## config.mk

```make
export PLATFORM = sky130hd
export DESIGN_NAME = cpu_fetch_decode_flat
export DESIGN_NICKNAME = d
export VERILOG_FILES = /design/src/rtl/cpu_fetch_decode_if.sv /design/src/rtl/cpu_fetch_decode.sv /design/src/flat_wrapper.sv
export SDC_FILE = /design/constraint.sdc
export NUM_CORES = 1
export LEC_CHECK = 0
export ABC_AREA = 1
export CORE_ASPECT_RATIO = 1.75
export CORE_UTILIZATION = 40
export CTS_BUF_LIST = sky130_fd_sc_hd__clkbuf_8
export CTS_CLUSTER_DIAMETER = 50
export DETAILED_ROUTE_END_ITERATION = 10
export PLACE_DENSITY = 0.77
export SETUP_SLACK_MARGIN = 0.15
export SYNTH_ARGS = -nofsm -noshare
export SYNTH_HDL_FRONTEND = slang
export SYNTH_SLANG_ARGS = --single-unit
```

## constraint.sdc

```tcl
create_clock -name clk -period 1.58 [get_ports clk]
set_clock_uncertainty 0.15 [all_clocks]
set_input_delay 0.316 -clock clk [delete_from_list [all_inputs] [get_ports clk]]
set_output_delay 0.316 -clock clk [all_outputs]
set_load 0.02 [all_outputs]
```

## src/rtl/cpu_fetch_decode_if.sv

```systemverilog
// Fetch/decode bus: ROM read port toward irom and the decoded-instruction
// handshake toward the data path.
interface cpu_fetch_decode_if #(
  parameter int DWIDTH = 16,
  parameter int AWIDTH = 12
);
  logic              rom_en;
  logic [AWIDTH-1:0] rom_addr;
  logic [DWIDTH-1:0] rom_data;
  logic              dec_valid;
  logic              dec_ready;
  logic [3:0]        dec_op;
  logic [1:0]        dec_rd;
  logic [1:0]        dec_rs;
  logic [7:0]        dec_imm;
  logic [AWIDTH-1:0] dec_pc;
  logic              dec_illegal;

  modport master (
    output rom_en, rom_addr, dec_valid, dec_op, dec_rd, dec_rs, dec_imm,
           dec_pc, dec_illegal,
    input  rom_data, dec_ready
  );

  modport slave (
    input  rom_en, rom_addr, dec_valid, dec_op, dec_rd, dec_rs, dec_imm,
           dec_pc, dec_illegal,
    output rom_data, dec_ready
  );
endinterface

```

## src/rtl/cpu_fetch_decode.sv

```systemverilog
// Instruction fetch/decode unit: owns the PC, resolves JMP locally and hands
// every other legal instruction to the data path over a valid/ready handshake.
module cpu_fetch_decode #(
  parameter int DWIDTH = 16,
  parameter int AWIDTH = 12
) (
  input  logic                    clk,
  input  logic                    rst,
  input  logic                    en_in,
  cpu_fetch_decode_if.master      bus
);

  typedef enum logic [1:0] {
    S_IDLE  = 2'd0,
    S_FETCH = 2'd1,
    S_LATCH = 2'd2,
    S_ISSUE = 2'd3
  } state_t;

  localparam logic [3:0] OP_JMP = 4'hC;

  function automatic logic op_is_illegal(input logic [3:0] op);
    return (op > OP_JMP);
  endfunction

  state_t            state_q, state_d;
  logic [AWIDTH-1:0] pc_q, pc_d;
  logic [DWIDTH-1:0] ir_q, ir_d;
  logic              rom_en_q, rom_en_d;
  logic              dec_valid_q, dec_valid_d;
  logic              dec_illegal_q, dec_illegal_d;
  logic [3:0]        rom_op_s;
  logic [AWIDTH-1:0] pc_inc_s;

  assign rom_op_s = bus.rom_data[15:12];
  assign pc_inc_s = pc_q + {{(AWIDTH-1){1'b0}}, 1'b1};

  // Next-state, PC and IR update logic.
  always_comb begin
    state_d       = state_q;
    pc_d          = pc_q;
    ir_d          = ir_q;
    dec_illegal_d = 1'b0;
    case (state_q)
      S_IDLE: begin
        if (en_in) state_d = S_FETCH;
        else       state_d = S_IDLE;
      end
      S_FETCH: begin
        if (en_in) state_d = S_LATCH;
        else       state_d = S_IDLE;
      end
      S_LATCH: begin
        ir_d = bus.rom_data;
        if (rom_op_s == OP_JMP) begin
          pc_d    = {{(AWIDTH-8){1'b0}}, bus.rom_data[7:0]};
          state_d = S_FETCH;
        end else if (op_is_illegal(rom_op_s)) begin
          dec_illegal_d = 1'b1;
          pc_d          = pc_inc_s;
          state_d       = S_FETCH;
        end else begin
          state_d = S_ISSUE;
        end
      end
      S_ISSUE: begin
        // en_in is deliberately ignored: an issued instruction always completes.
        if (bus.dec_ready) begin
          pc_d    = pc_inc_s;
          state_d = S_FETCH;
        end else begin
          state_d = S_ISSUE;
        end
      end
      default: begin
        state_d = S_IDLE;
      end
    endcase
    // A FETCH entered with en_in already low issues no read on its way to IDLE.
    rom_en_d    = (state_d == S_FETCH) && en_in;
    dec_valid_d = (state_d == S_ISSUE);
  end

  // State and registered output flops.
  always_ff @(posedge clk) begin
    if (rst) begin
      state_q       <= S_IDLE;
      pc_q          <= {AWIDTH{1'b0}};
      ir_q          <= {DWIDTH{1'b0}};
      rom_en_q      <= 1'b0;
      dec_valid_q   <= 1'b0;
      dec_illegal_q <= 1'b0;
    end else begin
      state_q       <= state_d;
      pc_q          <= pc_d;
      ir_q          <= ir_d;
      rom_en_q      <= rom_en_d;
      dec_valid_q   <= dec_valid_d;
      dec_illegal_q <= dec_illegal_d;
    end
  end

  assign bus.rom_en      = rom_en_q;
  assign bus.rom_addr    = pc_q;
  assign bus.dec_valid   = dec_valid_q;
  assign bus.dec_illegal = dec_illegal_q;
  assign bus.dec_op      = ir_q[15:12];
  assign bus.dec_rd      = ir_q[11:10];
  assign bus.dec_rs      = ir_q[9:8];
  assign bus.dec_imm     = ir_q[7:0];
  assign bus.dec_pc      = pc_q;

endmodule

```

## src/flat_wrapper.sv

```systemverilog
// flat-port wrapper written by rule: the top's interface ports become plain ports
module cpu_fetch_decode_flat 
#(
  parameter int DWIDTH = 16,
  parameter int AWIDTH = 12
)
  (clk, rst, en_in, bus_rom_en, bus_rom_addr, bus_dec_valid, bus_dec_op, bus_dec_rd, bus_dec_rs, bus_dec_imm, bus_dec_pc, bus_dec_illegal, bus_rom_data, bus_dec_ready);
  cpu_fetch_decode_if #(.DWIDTH(DWIDTH), .AWIDTH(AWIDTH)) bus_i ();
  input  logic clk;
  input  logic rst;
  input  logic en_in;
  output wire logic [$bits(bus_i.rom_en)-1:0] bus_rom_en;
  output wire logic [$bits(bus_i.rom_addr)-1:0] bus_rom_addr;
  output wire logic [$bits(bus_i.dec_valid)-1:0] bus_dec_valid;
  output wire logic [$bits(bus_i.dec_op)-1:0] bus_dec_op;
  output wire logic [$bits(bus_i.dec_rd)-1:0] bus_dec_rd;
  output wire logic [$bits(bus_i.dec_rs)-1:0] bus_dec_rs;
  output wire logic [$bits(bus_i.dec_imm)-1:0] bus_dec_imm;
  output wire logic [$bits(bus_i.dec_pc)-1:0] bus_dec_pc;
  output wire logic [$bits(bus_i.dec_illegal)-1:0] bus_dec_illegal;
  input wire logic [$bits(bus_i.rom_data)-1:0] bus_rom_data;
  input wire logic [$bits(bus_i.dec_ready)-1:0] bus_dec_ready;
  assign bus_rom_en = bus_i.rom_en;
  assign bus_rom_addr = bus_i.rom_addr;
  assign bus_dec_valid = bus_i.dec_valid;
  assign bus_dec_op = bus_i.dec_op;
  assign bus_dec_rd = bus_i.dec_rd;
  assign bus_dec_rs = bus_i.dec_rs;
  assign bus_dec_imm = bus_i.dec_imm;
  assign bus_dec_pc = bus_i.dec_pc;
  assign bus_dec_illegal = bus_i.dec_illegal;
  assign bus_i.rom_data = bus_rom_data;
  assign bus_i.dec_ready = bus_dec_ready;
  cpu_fetch_decode #(.DWIDTH(DWIDTH), .AWIDTH(AWIDTH)) u_core (.clk(clk), .rst(rst), .en_in(en_in), .bus(bus_i));
endmodule
```

; Yosys cells after proc, flatten, opt, wreduce, memory -nomap -nowiden
; Cells that the tools add are included.
[word_totals]
inputBits = 20
memories = 0
mem_bits_ro = 0
ff_bits = 33
latchBits = 0
mem_bits_rw = 0
[op_classes]
div_mod_pow = 0
n_bitwise = 1
multipliers = 0
muxes = 11
reduce_logical = 5
n_eq_ne = 8
add_sub_neg = 1
shifts = 0
n_lt_le_gt_ge = 1
[ops]
columns = op, count
row1 = two-way mux 12 bit, 3
row2 = case mux 12 bit (2 select lines), 1
row3 = "adder 12 x 1 -> 12 bit, second input constant", 1
row4 = two-way mux 2 bit, 4
row5 = case mux 2 bit (4 select lines), 1
row6 = "equality test 2 bit, second input constant", 3
row7 = "equality test 2 x 1 -> 1 bit, second input constant", 2
row8 = "equality test 4 bit, second input constant", 1
row9 = "greater-than comparator 4 bit, second input constant", 1
row10 = "inequality test 3 x 1 -> 1 bit, second input constant", 1
row11 = AND reduction 3 bit, 1
row12 = OR reduction 3 bit, 1
row13 = zero test 2 bit, 1
row14 = two-way mux 1 bit, 2
row15 = "inequality test 2 bit, second input constant", 1
row16 = nonzero test 2 bit, 1
row17 = logical AND 1 bit, 1
row18 = NOT 1 bit, 1

; Depth between registers and ports, before layout
; Gate-level depths: netlist (run 1).
[logic_depth]
depth_word = 6
ltp_mapped = 9

; Worst setup path after synthesis (run 1)
; Ideal clock, no wire load.
[synth_path]
path_type = register to register
startpoint = reg u_core.pc_q[1] (netlist: u_core.bus.dec_pc[1])
endpoint = reg u_core.pc_q[10] (netlist: u_core.bus.dec_pc[10])
stages_incl_launch_ff = 9
t_arrival_ns = 1.405
setup_slack_ns = -0.088
setup_time_ns = 0.113
cell_sequence = dfxtp_1 > ha_1 > nand2_1 > nor2_1 > nand2_1 > nor2_1 > nand3_1 > nand2_1 > nor2_1
[synth_between]
elab_chain_len = 4
elab_cells_between_ends = 5
[synth_lines]
columns = element, line
row1 = start: declaration, cpu_fetch_decode.sv:27  ; logic [AWIDTH-1:0] pc_q, pc_d;
row2 = start signal: assignment, cpu_fetch_decode.sv:88  ; pc_q <= {AWIDTH{1'b0}};
row3 = start signal: assignment, cpu_fetch_decode.sv:95  ; pc_q <= pc_d;
row4 = adder 12 x 1 -> 12 bit *, cpu_fetch_decode.sv:36  ; assign pc_inc_s = pc_q + {{(AWIDTH-1){1'b0}}, 1'b1};
row5 = two-way mux 12 bit, cpu_fetch_decode.sv:58  ; end else if (op_is_illegal(rom_op_s)) begin
row6 = two-way mux 12 bit, cpu_fetch_decode.sv:55  ; if (rom_op_s == OP_JMP) begin
row7 = case mux 12 bit (2 select lines) *, cpu_fetch_decode.sv:44  ; case (state_q)
; Every way passes the cells marked *; elsewhere a longest branch is shown, timed or not. The select of a mux whose other input is x is not followed.
; A chain may end at the register's enable or synchronous reset.

; Final worst setup path (run 1)
[layout_path]
startpoint = reg u_core.pc_q[2] (netlist: u_core.bus.dec_pc[2])
endpoint = out bus_rom_addr[2]
[layout_rtl]
columns = element, line
row1 = end: declaration, flat_wrapper.sv:13  ; output wire logic [$bits(bus_i.rom_addr)-1:0] bus_rom_addr;
; No word-level cell between the ends.

==> flow_summary.ini, run 1 <==
[status]
status = finished, final reports clean

[floorplan]
dieWidth_um = 49.87
placementRows = 30
io_pins = 63
fp.coreArea_um2 = 3866
die_h_um = 85.77
dieArea_um2 = 4277
initial_core_util_pct = 41.49

[layout]
n_antenna_cell = 0
nets = 331
final_common_cell = nor2_1
syn_to_final_growth_pct = 56.86
drive_above_1_share_pct = 33.12
final_area_um2 = 2516
finalNonFillerCells = 359
layout.cells.most_common_list = nor2_1 (47), nand2_1 (45), dfxtp_1 (22)

[routing]
viasPerCell = 4.958
wl_per_cell_um = 12.91
drtIter0Drc = 42
route.antenna.remaining_nets = 0
drtPass1Iterations = 5
drcViolationCount = 0
vias = 1780
finalWirelength_mm = 4.636

[placed_design]
place_area_um2 = 2311
dpl.hpwl_mm = 3.191
port_buffers = 62
pre_cts_ws_ns = -0.3823
place_inst = 348
gp_congestion = 0.8643

[sta]
fmax_mhz = 706.8
tns_ns = 0
finalSetupViolCount = 0
final.setup.worst_slack_ns = 0.1651
tightest_slew_ns = 0.4992
rsz0062_at_grt = yes
finalMaxSlewViolations = 0
slew_headroom_pct = 66.68
hold_viol = 0
hold_ws_ns = 0.2830
fin_crit_ns = 1.415
final.period_utilization_pct = 89.55

[worst_setup_path]
crit_path_cell_trace = clkdlybuf4s15_2
critPathRequiredTime_ns = 1.11
crit_path_max_fanout = 7
path_buf_inv = 1
reg2reg_slack_ns = 0.19
crit_type = flip-flop to output port
max_stage_delay_ns = 0.39
worst_ep_arrival_time_ns = 0.95
slowest_stage = dfxtp_4
cp_top_family = flip-flops
end_kind = output port
critical_path.startpoint_type = flip-flop

[power_and_ir_drop]
p_leak_uw = 0.001194
power_density_nw_per_um2 = 775.3
vdd_drop_max_mv = 0.7870

[clock_tree]
htree_levels = 2
cts_buffers = 5
cts_tree = done
root_buffer = clkbuf_8
clk_transition_reported_paths_ns = 0.07
cts_sinks = 33
clock_latency_ns = 0.30
cts_buffer_depth = 2

[logic_synthesis]
synth.ff_latch_count = 33
ys_seq_area_share_pct = 41.19
syn_inst = 242
synth_fp_nets = 263
syn_avg_cell_area_um2 = 6.628
netlist-cell-type-count = 20
synthesis.area_um2 = 1604
yosysWarnings = 0

[global_routing]
grt_antenna_before_repair = 0
grt_usage_pct = 21.90
grt_pass1_wl_mm = 7.113
grt-ovfl-total = 0
grt_pass1_vias = 1626
grt_start_max_net_pins = 21

[min_path]
hp-class = input port to flip-flop

[flow_run]
cap_viol_max_count = 0
==> flip-flops by register name, summed over array words and instances, names as in the netlist <==
| signal | count |
|---|---|
| u_core.bus.dec_illegal | 1 |
| u_core.bus.rom_en | 1 |
| u_core.bus.dec_valid | 1 |
| u_core.state_q | 2 |
| u_core.bus.dec_pc | 12 |
| u_core.ir_q | 16 |
==> Yosys cell counts, drive strengths merged <==
cell type	n	area share, %
nor2	58	14
nand2	55	13
dfxtp	33	41
inv	25	5.9
nand3	18	5.6
o21ai	18	5.6
buf	15	6.9
a21oi	8	3.2
clkbuf	4	0.94
nand4	4	1.6
ha	1	0.78
nor3	1	0.62
nor4	1	0.39
or2	1	0.39
==> through the flow <==
stage               util (%)  total power, uW
floorplan                  -             1001
global placement       59.77             1136
detailed placement     59.77             1139
CTS                    64.34             1950
global route           65.08             2017
finish                 65.08             1951
==> what timing repair did <==
item	CTS	global route
gates cloned	0	1
pin swaps	4	13
setup buffers	0	2
gates resized for setup	122	59
setup endpoints to repair	55	45
hold buffers	0	0
==> final timing paths <==
kind | to | from | depth (start not counted)
worst min register to register | u_core.bus.dec_pc[7]$_SDFFE_PP0P_ | u_core.bus.dec_pc[7]$_SDFFE_PP0P_ | 2
worst max-delay path | bus_rom_addr[2] | u_core.bus.dec_pc[2]$_SDFFE_PP0P_ | 1
worst min-delay path | u_core.ir_q[15]$_SDFFE_PP0P_ | bus_rom_data[15] | 3
worst max register to register | u_core.bus.dec_pc[10]$_SDFFE_PP0P_ | u_core.bus.dec_pc[0]$_SDFFE_PP0P_ | 8
==> final cells by class <==
type,instances,area [um2]
Clock buffer,6,82.58
Clock inverter,2,33.78
Fill cell,334,1350
Inverter,25,98.84
Multi-Input combinational cell,166,865.8
Sequential cell,33,684.4
Tap cell,48,60.06
Timing Repair Buffer,79,690.7
==> where the power goes <==
group | switching, uW | internal, uW
clock | 328 | 508
combinational | 135 | 106
sequential | 18.8 | 856
==> layer usage <==
metal	GRT usage [%]	vias up	wire length, um
met2	39.07	65	2561
li1	-	877	-
met5	0	-	0
met1	21.71	822	1669
met4	14.55	0	192
met3	5.496	16	212
==> cell families (layout without fill, tap and decap cells) <==
| family | Yosys count | count (layout) | share of synthesized area [%] |
|---|---|---|---|
| DFF | 33 | 33 | 41.19 |
| and+or+nand+nor | 138 | 139 | 35.49 |
| buffers and inverters | 44 | 112 | 13.73 |
| AOI/OAI and AO/OA | 26 | 26 | 8.815 |
| adders and majority gates | 1 | 1 | 0.7799 |
Note: power is estimated with default switching activity, not from simulation.
==> run 2, diff against run 1 <==
- TNS_END_PERCENT: default -> 20
==> run 2 against run 1 <==
Die area did not move. Routed wire length shrank 0.15%. Hold slack worse by 0.10 ns. Sequential power is essentially flat. First-iteration DRC count is 31% higher. Highest routed layer unchanged. Total power is 0.11% lower. Largest cell class unchanged. Critical path depth is the same. Setup slack worse by 0.032 ns. Core utilization increased by 1.1 points. Sequential cell count stayed put. Non-clock buffer count unchanged.
==> flow_summary.ini, run 2 (synthesized netlist as in run 1, its figures left out) <==
[status]
status = finished, final reports clean

[worst_setup_path]
slowest_stage = dfxtp_1
end_kind = output port
cp_top_family = flip-flops
worst_ep_arrival_time_ns = 0.98
crit_path_cell_trace = clkdlybuf4s15_2
path_buf_inv = 1
max_stage_delay_ns = 0.41
critPathRequiredTime_ns = 1.11
crit_path_max_fanout = 4
crit_type = flip-flop to output port
critical_path.startpoint_type = flip-flop

[clock_tree]
cts_buffer_depth = 2
htree_levels = 2
cts_buffers = 5
root_buffer = clkbuf_8
cts_sinks = 33
clock_latency_ns = 0.30
hold_buffers = 0
clk_transition_reported_paths_ns = 0.07
cts_tree = done

[floorplan]
initial_core_util_pct = 41.49
dieWidth_um = 49.87
die_h_um = 85.77
io_pins = 63
placementRows = 30
fp.coreArea_um2 = 3866
dieArea_um2 = 4277

[layout]
syn_to_final_growth_pct = 59.52
n_antenna_cell = 0
final_common_cell = nor2_1
drive_above_1_share_pct = 27.01
n_fill_cell = 317
largest_register_ffs = 16
regMostFlops = u_core.ir_q
layout.cells.most_common_list = nor2_1 (48), nand2_1 (46), dfxtp_1 (26)
nets = 331

[sta]
tightest_slew_ns = 0.4963
final.period_utilization_pct = 91.60
hold_ws_ns = 0.1824
finalMaxSlewViolations = 0
hold_viol = 0
tns_ns = 0
slew_headroom_pct = 66.88
fmax_mhz = 691.0
finalSetupViolCount = 0
rsz0062_at_grt = yes
fin_crit_ns = 1.447

[power_and_ir_drop]
power_density_nw_per_um2 = 761.6
seqPwrFrac_pct = 44.9
switching_share_pct = 24.25
clkPwrFrac_pct = 42.5
p_leak_uw = 0.001205
internal-power_uw = 1476
vdd_drop_max_mv = 0.7949
power.switching_uw = 472.6
p_comb_share_pct = 12.6

[routing]
route.antenna.remaining_nets = 0
vias = 1816
finalWirelength_mm = 4.629
drcViolationCount = 0
drtIter0Drc = 55
viasPerCell = 5.058
wl_per_cell_um = 12.89
drtPass1Iterations = 4

[min_path]
hp-class = input port to flip-flop

[flow_run]
cap_viol_max_count = 0

[global_routing]
grt_pass1_wl_mm = 7.113
grt_antenna_before_repair = 0
grt_usage_pct = 21.87
grt_pass1_vias = 1616
grt_start_max_net_pins = 21
grt-ovfl-total = 0

[placed_design]
gp_congestion = 0.8643
port_buffers = 62
dpl.hpwl_mm = 3.191
run 2: cell types whose count changed in the layout (fill, tap and decap cells not counted), moves of 2 or more:
cell / delta
clkbuf_2: -10
dlygate4sd2_1: +7
buf_2: -5
clkdlybuf4s15_2: +5
dfxtp_1: +4
dfxtp_2: -3
dlymetal6s2s_1: +3
inv_1: +2
inv_4: -2
run 2: per-stage QoR:
step / utilization, % / instances / worst slack, ns / power [uW] / cell area (um2)
3_5_place_dp: 59.77 / 348 / -0.3823 / 1139 / 2311
5_1_grt: 66.18 / 359 / 0.09748 / 2021 / 2559
4_1_cts: 63.43 / 356 / 0.04255 / 1950 / 2452
2_1_floorplan: - / 242 / 0.1697 / 1001 / 1632
6_report: 66.18 / 359 / 0.1327 / 1949 / 2559
3_3_place_gp: 59.77 / 348 / -0.3464 / 1136 / 2311
run 2: cell type report:
type	instances	area [um2]	area share, %
clock buffer	6	82.58	3.227
clock inverter	2	33.78	1.320
inverter	25	93.84	3.667
multi-input combinational	166	844.6	33.01
sequential	33	676.9	26.45
tap	48	60.06	2.347
timing repair buffer	79	767.0	29.98
run 2: path summary, 6_finish.rpt:
kind | from | end | slack (ns) | cells after the start
setup reg to reg | u_core.bus.dec_pc[0]$_SDFFE_PP0P_ | u_core.bus.dec_pc[10]$_SDFFE_PP0P_ | 0.18 | 8
hold / removal | bus_rom_data[15] | u_core.ir_q[15]$_SDFFE_PP0P_ | 0.18 | 3
hold reg to reg | u_core.bus.dec_pc[7]$_SDFFE_PP0P_ | u_core.bus.dec_pc[7]$_SDFFE_PP0P_ | 0.35 | 2
setup / recovery | u_core.bus.dec_pc[5]$_SDFFE_PP0P_ | bus_rom_addr[5] | 0.13 | 1
run 2: worst reg2reg max path, cell delays in order (launching register included):
cell and delay (ns):
dfxtp_4 0.39, ha_4 0.15, nand2_4 0.06, nor2_4 0.14, nand2_2 0.11, nor2_4 0.13, nand3_1 0.07, nand2_1 0.06
nor2_1 0.04
run 2: power groups by stage:
stage | logic [uW] | clock network (uW) | registers, uW
4_1_cts | 236 | 839 | 874
3_5_place_dp | 246 | 0 | 893
2_1_floorplan | 78.6 | 0 | 922
3_3_place_gp | 243 | 0 | 893
5_1_grt | 265 | 878 | 878
6_report | 245 | 829 | 875
run 2: timing repair:
item,in CTS,in global routing
resized for setup,112,29
cloned,0,1
setup buffers,0,2
endpoints found under the setup margin,55,44
pin swaps,0,9
run 2: routing by layer:
| layer | GRT usage [%] | vias up | routed length (um) |
|---|---|---|---|
| met4 | 14.29 | 0 | 240 |
| met1 | 21.93 | 832 | 1665 |
| met3 | 5.496 | 21 | 255 |
| met2 | 38.82 | 83 | 2467 |
| li1 | - | 880 | - |
| met5 | 0 | - | 0 |
==> run 3, diff against run 2 <==
- REMOVE_ABC_BUFFERS: default -> 1
==> run 3 against run 2 <==
Combinational power about the same. Global-route usage decreased by 1.8 points. Setup slack got worse by 0.057 ns. Critical endpoint is now bus_dec_pc[0]. First-iteration DRC count increased by 58%.
==> flow_summary.ini, run 3 (synthesized netlist as in run 1, its figures left out) <==
[clock_tree]
cts_buffers = 5
cts_sinks = 33
clk_transition_reported_paths_ns = 0.07
htree_levels = 2
cts_tree = done
clock_latency_ns = 0.29
root_buffer = clkbuf_8
cts_buffer_depth = 2

[sta]
fin_crit_ns = 1.504
fmax_mhz = 664.7
finalMaxSlewViolations = 0
finalSetupViolCount = 0
slew_headroom_pct = 67.64
rsz0062_at_grt = yes
tightest_slew_ns = 0.4849
hold_viol = 0
final.period_utilization_pct = 95.22
tns_ns = 0
hold_ws_ns = 0.1921

[global_routing]
grt_pass1_wl_mm = 6.617
grt_antenna_before_repair = 0
grt_start_max_net_pins = 21
grt_usage_pct = 20.02
grt_pass1_vias = 1582
grt-ovfl-total = 0

[power_and_ir_drop]
power_uw = 1823
p_leak_uw = 0.001237
vdd_drop_max_mv = 0.6170
power_density_nw_per_um2 = 710.2

[layout]
regMostFlops = u_core.ir_q
final_area_um2 = 2566
layout.cells.most_common_list = nor2_1 (48), nand2_1 (46), dfxtp_1 (27)
n_fill_cell = 336
syn_to_final_growth_pct = 59.98
utilization_pct = 66.38
n_antenna_cell = 0
final_common_cell = nor2_1
nets = 339
largest_register_ffs = 16
drive_above_1_share_pct = 26.02

[worst_setup_path]
slowest_stage = dfxtp_4
critPathRequiredTime_ns = 1.11
timing.rr.start = u_core.bus.dec_pc[1]$_SDFFE_PP0P_
crit_path_max_fanout = 4
worst_ep_arrival_time_ns = 1.04
reg2reg_slack_ns = 0.17
worstSetupStartpoint = u_core.bus.dec_pc[0]$_SDFFE_PP0P_
end_kind = output port
reg2regPathDepth = 8
crit_type = flip-flop to output port
max_stage_delay_ns = 0.37
crit_path_cell_trace = buf_4 -> clkdlybuf4s15_2
r2r-end = u_core.bus.dec_pc[11]$_SDFFE_PP0P_
critical_path.startpoint_type = flip-flop

[floorplan]
dieWidth_um = 49.87
die_h_um = 85.77
initial_core_util_pct = 41.49
io_pins = 63
placementRows = 30
dieArea_um2 = 4277
fp.coreArea_um2 = 3866

[placed_design]
port_buffers = 62
gp_congestion = 0.9155
dpl.hpwl_mm = 2.931
place_area_um2 = 2308

[routing]
wl_per_cell_um = 12.62
vias = 1804
viasPerCell = 4.916
finalWirelength_mm = 4.632
drcViolationCount = 0
route.antenna.remaining_nets = 0
drtPass1Iterations = 4
drtIter0Drc = 87

[min_path]
hp-class = input port to flip-flop
hold_depth = 3
hold_path.startpoint = bus_rom_data[13]
min_to = u_core.ir_q[13]$_SDFFE_PP0P_

[status]
status = finished, final reports clean

[flow_run]
cap_viol_max_count = 0
run 3: changes by cell type in the layout (fill, tap and decap cells not counted), sizes merged:
cell	change
buf	+9
dlygate4sd2	+4
clkdlybuf4s15	-2
dlymetal6s2s	-2
inv	-2
bufinv	-1
clkinv	+1
clkinvlp	+1
run 3: layout make-up:
cell class                      instances  area [um2]  share of cell area, %
Sequential cell                        33       675.6                  26.33
Multi-Input combinational cell        166       835.8                  32.57
Tap cell                               48       60.06                  2.340
Clock buffer                            7       96.34                  3.754
Timing Repair Buffer                   87       795.8                  31.01
Clock inverter                          1       5.005                 0.1950
Inverter                               25       97.59                  3.803
run 3: what timing repair did:
item,CTS,global route
gates resized for setup,98,41
setup endpoints to repair,56,57
hold buffers,0,0
buffers inserted,0,5
pin swaps,4,10
gates cloned,0,1
run 3: routing by layer:
metal,GRT usage [%],vias up,share of wire (%)
met3,3.191,13,6.0
met4,10.65,0,2.6
met5,0,-,0
met2,35.14,87,53
li1,-,898,-
met1,22.61,806,39
run 3: per-stage QoR:
stage	setup WS, ns	instances
floorplan	-0.2451	223
global placement	-0.3947	353
detailed placement	-0.4430	353
CTS	0.04318	361
global route	0.05109	367
finish	0.07556	367
run 3: report_power, final:
part | switching [uW] | leakage (uW) | internal, uW
registers | 16.1 | 0.000271 | 857
logic | 133 | 0.000911 | 109
clock network | 313 | 0.0000542 | 394
run 3: critical path: cells and delay by family (launching register included):
family | cells | cell delay, ns
buf+inv | 2 | 0.38
flops | 1 | 0.37
run 3: how the worst max path moves through the flow:
stage | depth (start not counted) | endpoint
after global placement | 9 | u_core.bus.dec_pc[10]$_SDFFE_PP0P_
after floorplan | 8 | u_core.bus.dec_pc[10]$_SDFFE_PP0P_
after detailed placement | 9 | u_core.bus.dec_pc[10]$_SDFFE_PP0P_
after CTS | 10 | u_core.bus.dec_pc[4]$_SDFFE_PP0P_
final | 2 | bus_dec_pc[0]
after global routing | 9 | u_core.bus.dec_pc[6]$_SDFFE_PP0P_
